===== src/rtl/pwm_duty_ctrl.sv =====
// Programmable PWM generator with glitch-free, handshake-driven period/duty reconfiguration.
// Define PWM_PERIOD_CNT_EN to add the saturating completed-period counter output 'periods'.
module pwm_duty_ctrl #(
  parameter int CNT_W = 8
) (
  input  logic             clk,
  input  logic             rst,
  input  logic             en,
  input  logic             cfg_valid,
  output logic             cfg_ready,
  input  logic [CNT_W-1:0] cfg_period,
  input  logic [CNT_W-1:0] cfg_high,
  output logic             pwm_out,
  output logic [CNT_W-1:0] count,
  output logic             period_done,
  output logic             busy
`ifdef PWM_PERIOD_CNT_EN
  ,
  output logic [15:0]      periods
`endif
);

  typedef enum logic [1:0] {IDLE, RUN, DRAIN} state_t;

  localparam logic [CNT_W-1:0] ONE = CNT_W'(1);

  state_t           state, state_nxt;
  logic [CNT_W-1:0] per_act, high_act, per_pend, high_pend;
  logic [CNT_W-1:0] count_nxt, per_nxt, high_nxt;
  logic             pend_vld, pend_nxt;
  logic             boundary, accept, apply;

  function automatic logic [15:0] sat_inc(input logic [15:0] v);
    return (v == 16'hFFFF) ? v : v + 16'd1;
  endfunction

  always_comb begin
    boundary  = (state != IDLE) && (count == per_act);
    accept    = cfg_valid && !pend_vld;
    // pend_vld is only ever set by an earlier edge, so a boundary-cycle acceptance waits a period
    apply     = pend_vld && ((state == IDLE) || boundary);
    state_nxt = state;
    count_nxt = count;
    case (state)
      IDLE: begin
        count_nxt = '0;
        if (en) state_nxt = RUN;
      end
      RUN: begin
        count_nxt = boundary ? '0 : count + ONE;
        if (!en) state_nxt = DRAIN;
      end
      DRAIN: begin
        count_nxt = boundary ? '0 : count + ONE;
        if (en)            state_nxt = RUN;
        else if (boundary) state_nxt = IDLE;
      end
      default: begin
        state_nxt = IDLE;
        count_nxt = '0;
      end
    endcase
    if (state_nxt == IDLE) count_nxt = '0;
    per_nxt  = apply ? per_pend  : per_act;
    high_nxt = apply ? high_pend : high_act;
    pend_nxt = accept || (pend_vld && !apply);
  end

  // Outputs are registered from next-state values so they line up with state/count each cycle
  always_ff @(posedge clk) begin
    if (rst) begin
      state       <= IDLE;
      count       <= '0;
      per_act     <= CNT_W'(9);
      high_act    <= CNT_W'(4);
      pend_vld    <= 1'b0;
      pwm_out     <= 1'b0;
      period_done <= 1'b0;
      busy        <= 1'b0;
      cfg_ready   <= 1'b1;
    end else begin
      state       <= state_nxt;
      count       <= count_nxt;
      per_act     <= per_nxt;
      high_act    <= high_nxt;
      pend_vld    <= pend_nxt;
      pwm_out     <= (state_nxt != IDLE) && (count_nxt < high_nxt);
      period_done <= (state_nxt != IDLE) && (count_nxt == per_nxt);
      busy        <= (state_nxt != IDLE);
      cfg_ready   <= !pend_nxt;
    end
  end

  always_ff @(posedge clk) begin
    if (accept) begin
      per_pend  <= cfg_period;
      high_pend <= cfg_high;
    end
  end

`ifdef PWM_PERIOD_CNT_EN
  always_ff @(posedge clk) begin
    if (rst)                                  periods <= '0;
    else if (state == IDLE && state_nxt == RUN) periods <= '0;
    else if (boundary)                        periods <= sat_inc(periods);
  end
`endif

endmodule


===== config.mk =====
export PLATFORM = sky130hd
export DESIGN_NAME = pwm_duty_ctrl
export DESIGN_NICKNAME = d
export VERILOG_FILES = /design/src/rtl/pwm_duty_ctrl.sv
export SDC_FILE = /design/constraint.sdc
export NUM_CORES = 1
export LEC_CHECK = 0
export CAP_MARGIN = 0
export CORE_MARGIN = 2
export CORE_UTILIZATION = 58
export CTS_CLUSTER_SIZE = 10
export DETAILED_ROUTE_END_ITERATION = 7
export PLACE_DENSITY_LB_ADDON = 0.3
export SYNTH_ARGS = -nofsm -noshare
export SYNTH_HDL_FRONTEND = slang
export SYNTH_SLANG_ARGS = --single-unit

===== constraint.sdc =====
create_clock -name clk -period 6.6 [get_ports clk]
set_input_delay 1.32 -clock clk [delete_from_list [all_inputs] [get_ports clk]]
set_output_delay 1.32 -clock clk [all_outputs]
set_load 0.1 [all_outputs]

### Word level (Yosys, flattened, before mapping)

Index checks and enable logic that the tools add are counted.
Widths: inputs -> output; s select.

| word-level totals | value |
|---|---|
| logic and storage cells | 43 |
| output and inout bits | 12 |
| register bits | 47 |

| operators by class | value |
|---|---|
| mux-type cells | 10 |
| reduce and logical (&&, ||, !) cells | 16 |
| equality and inequality tests | 4 |
| order comparisons | 1 |
| add/sub/neg operators | 1 |

Operators by type and width:

| operator | number |
|---|---|
| $mux 8 | 5 |
| $eq 8x8->1 | 2 |
| $add 8x1->8 const B | 1 |
| $lt 8x8->1 | 1 |
| $mux 2 | 4 |
| $logic_and 1x1->1 | 6 |
| $pmux 2 s3 | 1 |
| $logic_not 2->1 | 2 |
| $reduce_bool 2->1 | 2 |
| $logic_not 1->1 | 3 |
| $eq 2x1->1 const B | 1 |
| $eq 2x2->1 const B | 1 |
| $logic_or 1x1->1 | 2 |
| $reduce_or 2->1 | 1 |

### Depth between registers and ports, before layout

Gate-level depths: netlist of the first run.

| logic depth | value |
|---|---|
| depth in word-level cells | 9 |
| depth in mapped cells | 14 |
| mapped depth without buffers | 13 |

### Worst setup path before layout of the first run

No wires, ideal clock.

| timing | value |
|---|---|
| kind | flip-flop to flip-flop |
| from | register count[0] |
| to | register pwm_out |
| stages on the path, launching flop included | 14 |
| path slack | 3136 ps |
| arrival | 3405 ps |
| cells stage by stage | dfxtp_1 buf_2 xnor2_1 nand4_2 nor2_1 o21a_2 buf_6 buf_4 mux2i_1 ha_1 a21o_1 a21o_1 a211oi_1 o311a_1 |

| between the ends | value |
|---|---|
| longest elaborated chain between the ends | 9 |

Ends and longest elaborated chain:

| element | line | text |
|---|---|---|
| from (decl) | 14 | `output logic [CNT_W-1:0] count,` |
| from (signal assigned) | 83 | `count <= count_nxt;` |
| $eq 8x8->1 | 38 | `boundary = (state != IDLE) && (count == per_act);` |
| $logic_and 1x1->1 | 38 |  |
| $mux 2 | 56 | `else if (boundary) state_nxt = IDLE;` |
| $mux 2 | 55 | `if (en) state_nxt = RUN;` |
| $pmux 2 s3 | 44 | `case (state)` |
| $logic_not 2->1 | 63 | `if (state_nxt == IDLE) count_nxt = '0;` |
| $mux 8 | 63 |  |
| $lt 8x8->1 | 87 | `pwm_out <= (state_nxt != IDLE) && (count_nxt < high_nxt);` |
| $logic_and 1x1->1 * | 87 |  |
| to (signal assigned) | 87 |  |
| to (decl) | 13 | `output logic pwm_out,` |

Every way passes the cells marked *; elsewhere a longest branch is shown, timed or not.
A chain may end at the register's enable or synchronous reset.

### Worst setup path in the final report of the first run

| timing | value |
|---|---|
| from | input en |
| to | register pwm_out |

| between the ends | value |
|---|---|
| longest elaborated chain between the ends | 6 |

Ends and longest elaborated chain:

| element | line | text |
|---|---|---|
| from (decl) | 8 | `input logic en,` |
| $mux 2, on equally long branches | 55, 47, 51 |  |
| $pmux 2 s3 * | 44 |  |
| $logic_not 2->1 * | 63 |  |
| $mux 8 * | 63 |  |
| via count_nxt[5] | 29 | `logic [CNT_W-1:0] count_nxt, per_nxt, high_nxt;` |
| $lt 8x8->1 * | 87 |  |
| $logic_and 1x1->1 * | 87 |  |

The timed path passes the listed nets; every way through them passes the cells marked *.

==> flow_summary_export.csv, run 1 <==
group,metric,value,unit
floorplan,start_util,0.619,
power_and_ir_drop,p_clk_frac,0.309,
synthesis,synth_cell_types,46,
power_and_ir_drop,seqPwrFrac,0.478,
synthesis,synth_warnings,0,
critical_path,path_delay_family,"compound AO/OA/AOI/OAI gates",
sta,setup_viol,0,
routing,first_pass_iters,4,
sta,max_slew_margin,0.347,
cts,numCtsBuffers,5,
global_route,grt_max_degree,25,
synthesis,avgSynthCellArea,10.7,sq um
cts,cts.sinks,47,
cts,clockBufferDepth,2,
critical_path,crit_arrival,4.10,ns
critical_path,end_kind,"flip-flop",
synthesis,synth_flop_cell,"dfxtp_1",
sta,hold_viol_final,0,
min_path,min_from,"high_act[3]",
synthesis,synth_edf_count,16,
floorplan,die_w,67.2,microns
cts,post_cts_buffers,0,
synthesis,async_flop_share,0,
sta,fin_crit,3.86,ns
synthesis,seq_area_frac_synth,0.475,
global_route,grt_pass1_vias,1592,
cells_and_area,fillers,285,
routing,drt-total-wl,4.35,mm
global_route,grt_pass1_wl,7.21,mm
critical_path,cp_max_fo,9,
critical_path,cp_common_cell,"a21o_1",
cts,cts-htree-levels,2,
floorplan,core_area,3740,sq um
routing,wl_per_cell,14.6,microns
power_and_ir_drop,power.leakage,1.07,nW
critical_path,critPathSlowestCell,"clkdlybuf4s50_1",
cts,cts_resized,0,
cells_and_area,stdcell_count,298,
cts,cts_tree,"built",
synthesis,syn_inst,217,
power_and_ir_drop,p_sw,0.195,mW
routing,route.vias.total,1685,
critical_path,reg2regPathDepth,10,
sta,finalSetupTns,0,ns
routing,ant_nets,0,
synthesis,synthesis.nets,249,
power_and_ir_drop,vdd_drop_max,194,uV
critical_path,worstSetupStartpointType,"input pin",
placement,place_area,2640,sq um
global_route,antenna_found_initial,0,
floorplan,io_pins,32,
cts,cts_root_buf,"clkbuf_8",
critical_path,slowest_delay,0.56,ns
critical_path,required,6.84,ns
synthesis,syn-cell-area,2320,sq um
cells_and_area,antenna-diode-count,0,
sta,fin_crit_sh,0.585,
cells_and_area,final_cell_mix,"nor2_1, dfxtp_1, clkdlybuf4s50_1",
power_and_ir_drop,p_sw_frac,0.281,
critical_path,r2r-end,"pwm_out",
cells_and_area,nNetsFinal,281,
sta,max_freq,259,MHz
power_and_ir_drop,p_int,0.501,mW
critical_path,reg2reg_slack,3.46,ns
placement,dp.final_hpwl,3.17,mm
cells_and_area,design_area,2760,sq um
run,drv_cap,0,
routing,dr.first_iter.drc_count,74,
sta,drv_slew,0,
floorplan,rows,22,
synthesis,ys_seq_elements,47,
min_path,holdPathStages,2,
global_route,grt_overflow_total,0,
outcome,status,"finished, final reports clean",
routing,via_per_inst,5.65,
sta,rsz0062_at_grt,"no",
global_route,grt_usage,0.215,
power_and_ir_drop,p_comb_frac,0.213,
routing,drcViolationCount,0,
cells_and_area,area_growth,19.2,%
cts,clkTransAtPathRegs,0.08,ns
cts,clk_latency,0.30,ns
critical_path,worst-setup-path-type,"in -> reg",
min_path,min_to,"high_act[3]",
placement,io_buffers,31,
sta,worst_pin_slew,0.976,ns
floorplan,die_height,67.2,microns
sta,holdWs,0.506,ns
critical_path,r2r-start,"count[0]",
critical_path,cp.buffers_inverters,1,
sta,clock_skew,0.00895,ns
cts,hold_buffers,0,
min_path,min_path_type,"reg -> reg",
cells_and_area,drive_gt1_frac,0.0720,
placement,gp_congestion,0.809,
floorplan,fp.dieArea,4510,sq um
critical_path,crit_chain,"clkdlybuf4s50_1 > a21oi_1 > o32a_1 > o221a_4 > o31a_1 > nor2_1 > ha_1 > a21o_1 > a21o_1 > a211oi_1 > o311a_1",
placement,placedCellCount,290,
power_and_ir_drop,powerDensity,252,nW/um^2
[cell families after synthesis]
| logic type | share of synthesized area |
|---|---|
| muxes | 0.0832 |
| xor gates and xnor gates | 0.0719 |
| buffers and inverters | 0.0378 |
| AOI/OAI and AO/OA | 0.0945 |
| DFF | 0.475 |
| and+or+nand+nor | 0.172 |
| adders and majority gates | 0.0648 |
[worst reg2reg max path, delay by kind of cell, from the launching register on]
family                     cells  cell delay [ns]
AOI/OAI and AO/OA              5             1.29
xor gates and xnor gates       1             0.19
adders and majority gates      1             0.29
DFF                            1             0.57
muxes                          1             0.36
and+or+nand+nor                2             0.39
[per-stage QoR]
stage          power, mW   util  worst slack, ns
3_3_place_gp       0.484  0.706             2.53
2_1_floorplan      0.453      -             3.14
3_5_place_dp       0.487  0.706             2.44
6_report           0.696  0.738             2.74
4_1_cts            0.700  0.738             2.75
5_1_grt            0.725  0.738             2.54
[state kept, by name, summed over array words and instances, names as in the netlist]
register	flops
count	8
pwm_out	1
per_act	8
high_act	8
busy	1
period_done	1
high_pend	8
cfg_ready	1
state	2
pend_vld	1
per_pend	8
[cell type report]
class / instances / area (sq um) / share of cell area
Sequential cell: 47 / 1100 / 0.399
Tap cell: 48 / 60.1 / 0.0217
Inverter: 10 / 37.5 / 0.0136
Clock inverter: 2 / 35.0 / 0.0127
Timing Repair Buffer: 32 / 318 / 0.115
Clock buffer: 6 / 82.6 / 0.0299
Multi-Input combinational cell: 153 / 1130 / 0.408
[worst max-delay path by stage]
stage / from / end / slack, ns / cells past startpoint
2_1_floorplan: count[0] / pwm_out / 3.14 / 13
3_3_place_gp: en / pwm_out / 2.53 / 11
3_5_place_dp: en / pwm_out / 2.44 / 11
4_1_cts: en / pwm_out / 2.75 / 11
5_1_grt: en / pwm_out / 2.54 / 11
6_report: en / pwm_out / 2.74 / 11
[routing by layer]
layer | part of all wire | vias up | GRT usage
li1 | - | 829 | -
met4 | 0.0083 | 0 | 0.0536
met5 | 0 | - | 0
met1 | 0.47 | 806 | 0.271
met3 | 0.037 | 6 | 0.0450
met2 | 0.49 | 44 | 0.377
[power groups by stage]
stage,Sequential [mW],Combinational (mW),Clock [mW]
5_1_grt,0.335,0.162,0.228
6_report,0.333,0.148,0.215
3_3_place_gp,0.339,0.145,0
4_1_cts,0.333,0.149,0.218
2_1_floorplan,0.361,0.0923,0
3_5_place_dp,0.339,0.148,0
[cells in the mapped netlist (3+ instances only)]
| cell type | n | share of area |
|---|---|---|
| a211oi_1 | 3 | 0.0097 |
| a21oi_1 | 5 | 0.011 |
| and3_1 | 3 | 0.0081 |
| dfxtp_1 | 31 | 0.27 |
| edfxtp_1 | 16 | 0.21 |
| ha_1 | 12 | 0.065 |
| inv_1 | 10 | 0.016 |
| mux2i_1 | 17 | 0.073 |
| nand2_1 | 7 | 0.011 |
| nand2b_1 | 8 | 0.022 |
| nand3_1 | 6 | 0.013 |
| nor2_1 | 31 | 0.050 |
| nor2b_1 | 3 | 0.0081 |
| nor3_1 | 6 | 0.013 |
| o21ai_0 | 3 | 0.0065 |
| xnor2_1 | 13 | 0.049 |
| xor2_1 | 6 | 0.023 |
Power figures use the tool's default switching activity.
==> run 2, diff against run 1 <==
--- a/config.mk
+++ b/config.mk
@@ -7,7 +7,7 @@
 export LEC_CHECK = 0
 export CAP_MARGIN = 0
 export CORE_MARGIN = 2
-export CORE_UTILIZATION = 58
+export CORE_UTILIZATION = 49
 export CTS_CLUSTER_SIZE = 10
 export DETAILED_ROUTE_END_ITERATION = 7
 export PLACE_DENSITY_LB_ADDON = 0.3
==> constraint.sdc (replaced) <==
create_clock -name clk -period 3.35 [get_ports clk]
set_input_delay 0.67 -clock clk [delete_from_list [all_inputs] [get_ports clk]]
set_output_delay 0.67 -clock clk [all_outputs]
set_load 0.1 [all_outputs]
==> flow_summary_export.csv, run 2 (synthesis results as in run 1) <==
group,metric,value,unit
outcome,status,"finished, final reports clean",
global_route,met2_usage,0.308,
routing,wl_per_cell,14.6,microns
power_and_ir_drop,vdd_drop_max,348,uV
floorplan,rows,25,
sta,rsz0062_at_grt,"no",
sta,hold_viol_final,0,
power_and_ir_drop,powerDensity,516,nW/um^2
placement,gp_congestion,0.788,
min_path,min_path_type,"reg -> reg",
cts,cts_root_buf,"clkbuf_8",
cts,post_cts_buffers,0,
floorplan,die_height,72.8,microns
floorplan,fp.dieArea,5290,sq um
cells_and_area,nNetsFinal,286,
global_route,grt_usage,0.186,
floorplan,start_util,0.500,
cts,cts_resized,0,
routing,drcViolationCount,0,
sta,worst_slack,0.285,ns
global_route,grt.busiest_layer,"met2",
critical_path,worstSetupStartpointType,"input pin",
critical_path,cp_max_fo,8,
cells_and_area,drive_gt1_frac,0.129,
cts,cts_tree,"built",
routing,ant_nets,0,
sta,fin_crit,3.07,ns
cells_and_area,antenna-diode-count,0,
cts,cts.sinks,47,
critical_path,worst-setup-path-type,"in -> reg",
placement,dp.final_hpwl,3.41,mm
sta,fin_crit_sh,0.915,
cts,numCtsBuffers,5,
cells_and_area,design_area,2800,sq um
sta,max_slew_margin,0.354,
routing,via_per_inst,5.43,
global_route,use_met1,0.233,
placement,place_area,2670,sq um
cells_and_area,fillers,411,
cells_and_area,final_common_cell,"nor2_1",
placement,io_buffers,31,
routing,first_pass_iters,4,
power_and_ir_drop,power.leakage,1.12,nW
global_route,met3_usage,0.0483,
routing,route.vias.total,1679,
floorplan,core_area,4630,sq um
placement,placedCellCount,301,
global_route,grt_pass1_wl,7.50,mm
critical_path,end_kind,"flip-flop",
sta,finalSetupTns,0,ns
global_route,grt_max_degree,25,
routing,dr.first_iter.drc_count,82,
cts,cts-htree-levels,2,
power_and_ir_drop,totalPowerFinal,1.44,mW
sta,max_freq,326,MHz
global_route,antenna_found_initial,0,
run,drv_cap,0,
sta,setup_viol,0,
cts,clockBufferDepth,2,
sta,worst_pin_slew,0.966,ns
cells_and_area,area_growth,20.8,%
routing,drt-total-wl,4.50,mm
cts,clkTransAtPathRegs,0.09,ns
global_route,grt_pass1_vias,1654,
floorplan,die_w,72.8,microns
critical_path,required,3.59,ns
sta,drv_slew,0,
global_route,grt_overflow_total,0,
cells_and_area,stdcell_count,309,
sta,clock_skew,0.00588,ns
floorplan,io_pins,32,
cells_and_area,final_cell_mix,"nor2_1, dfxtp_1, clkdlybuf4s50_1",
cts,clk_latency,0.30,ns
placement,post-place-ws,-0.0111,ns
critical_path,crit_arrival,3.31,ns
cts,hold_buffers,0,
-- run 2: critical path, stage by stage --
cell and delay (ns):
clkdlybuf4s50_1 0.57, a21oi_1 0.09, o32a_1 0.33, o221a_4 0.14, o31a_1 0.30, buf_4 0.18, nor2_1 0.16, ha_1 0.27
nand4_1 0.12, nor2_1 0.06, a211oi_1 0.22, o311a_1 0.19
-- run 2: per-layer routing --
metal | share of wire | up-vias
met5 | 0 | -
li1 | - | 837
met4 | 0.016 | 0
met1 | 0.44 | 786
met3 | 0.052 | 7
met2 | 0.49 | 49
-- run 2: final cells by class --
class                      count  area [sq um]  area share
clock buffer                   6          72.6      0.0259
inverter                      10          37.5      0.0134
timing repair buffer          37           330       0.118
clock inverter                 2          60.1      0.0215
sequential                    47          1100       0.394
tap                           54          67.6      0.0242
multi-input combinational    153          1130       0.403
-- run 2: final timing paths --
check,startpoint,endpoint,slack [ns],depth (start not counted)
min reg2reg,high_act[6],high_act[6],0.51,2
max,en,pwm_out,0.28,12
min,high_act[6],high_act[6],0.51,2
max reg2reg,state[0],pwm_out,0.41,13
-- run 2: where the power goes --
part           switching [mW]  leakage, nW  internal (mW)
clock network           0.186       0.0654          0.298
registers              0.0262        0.407          0.630
logic                   0.179        0.649          0.123
total                   0.391         1.12           1.05
-- run 2: through the flow --
stage,hold WS [ns],util
after floorplan,0.447,-
after global placement,0.489,0.576
after detailed placement,0.492,0.576
after CTS,0.517,0.604
after global routing,0.545,0.604
final,0.507,0.604
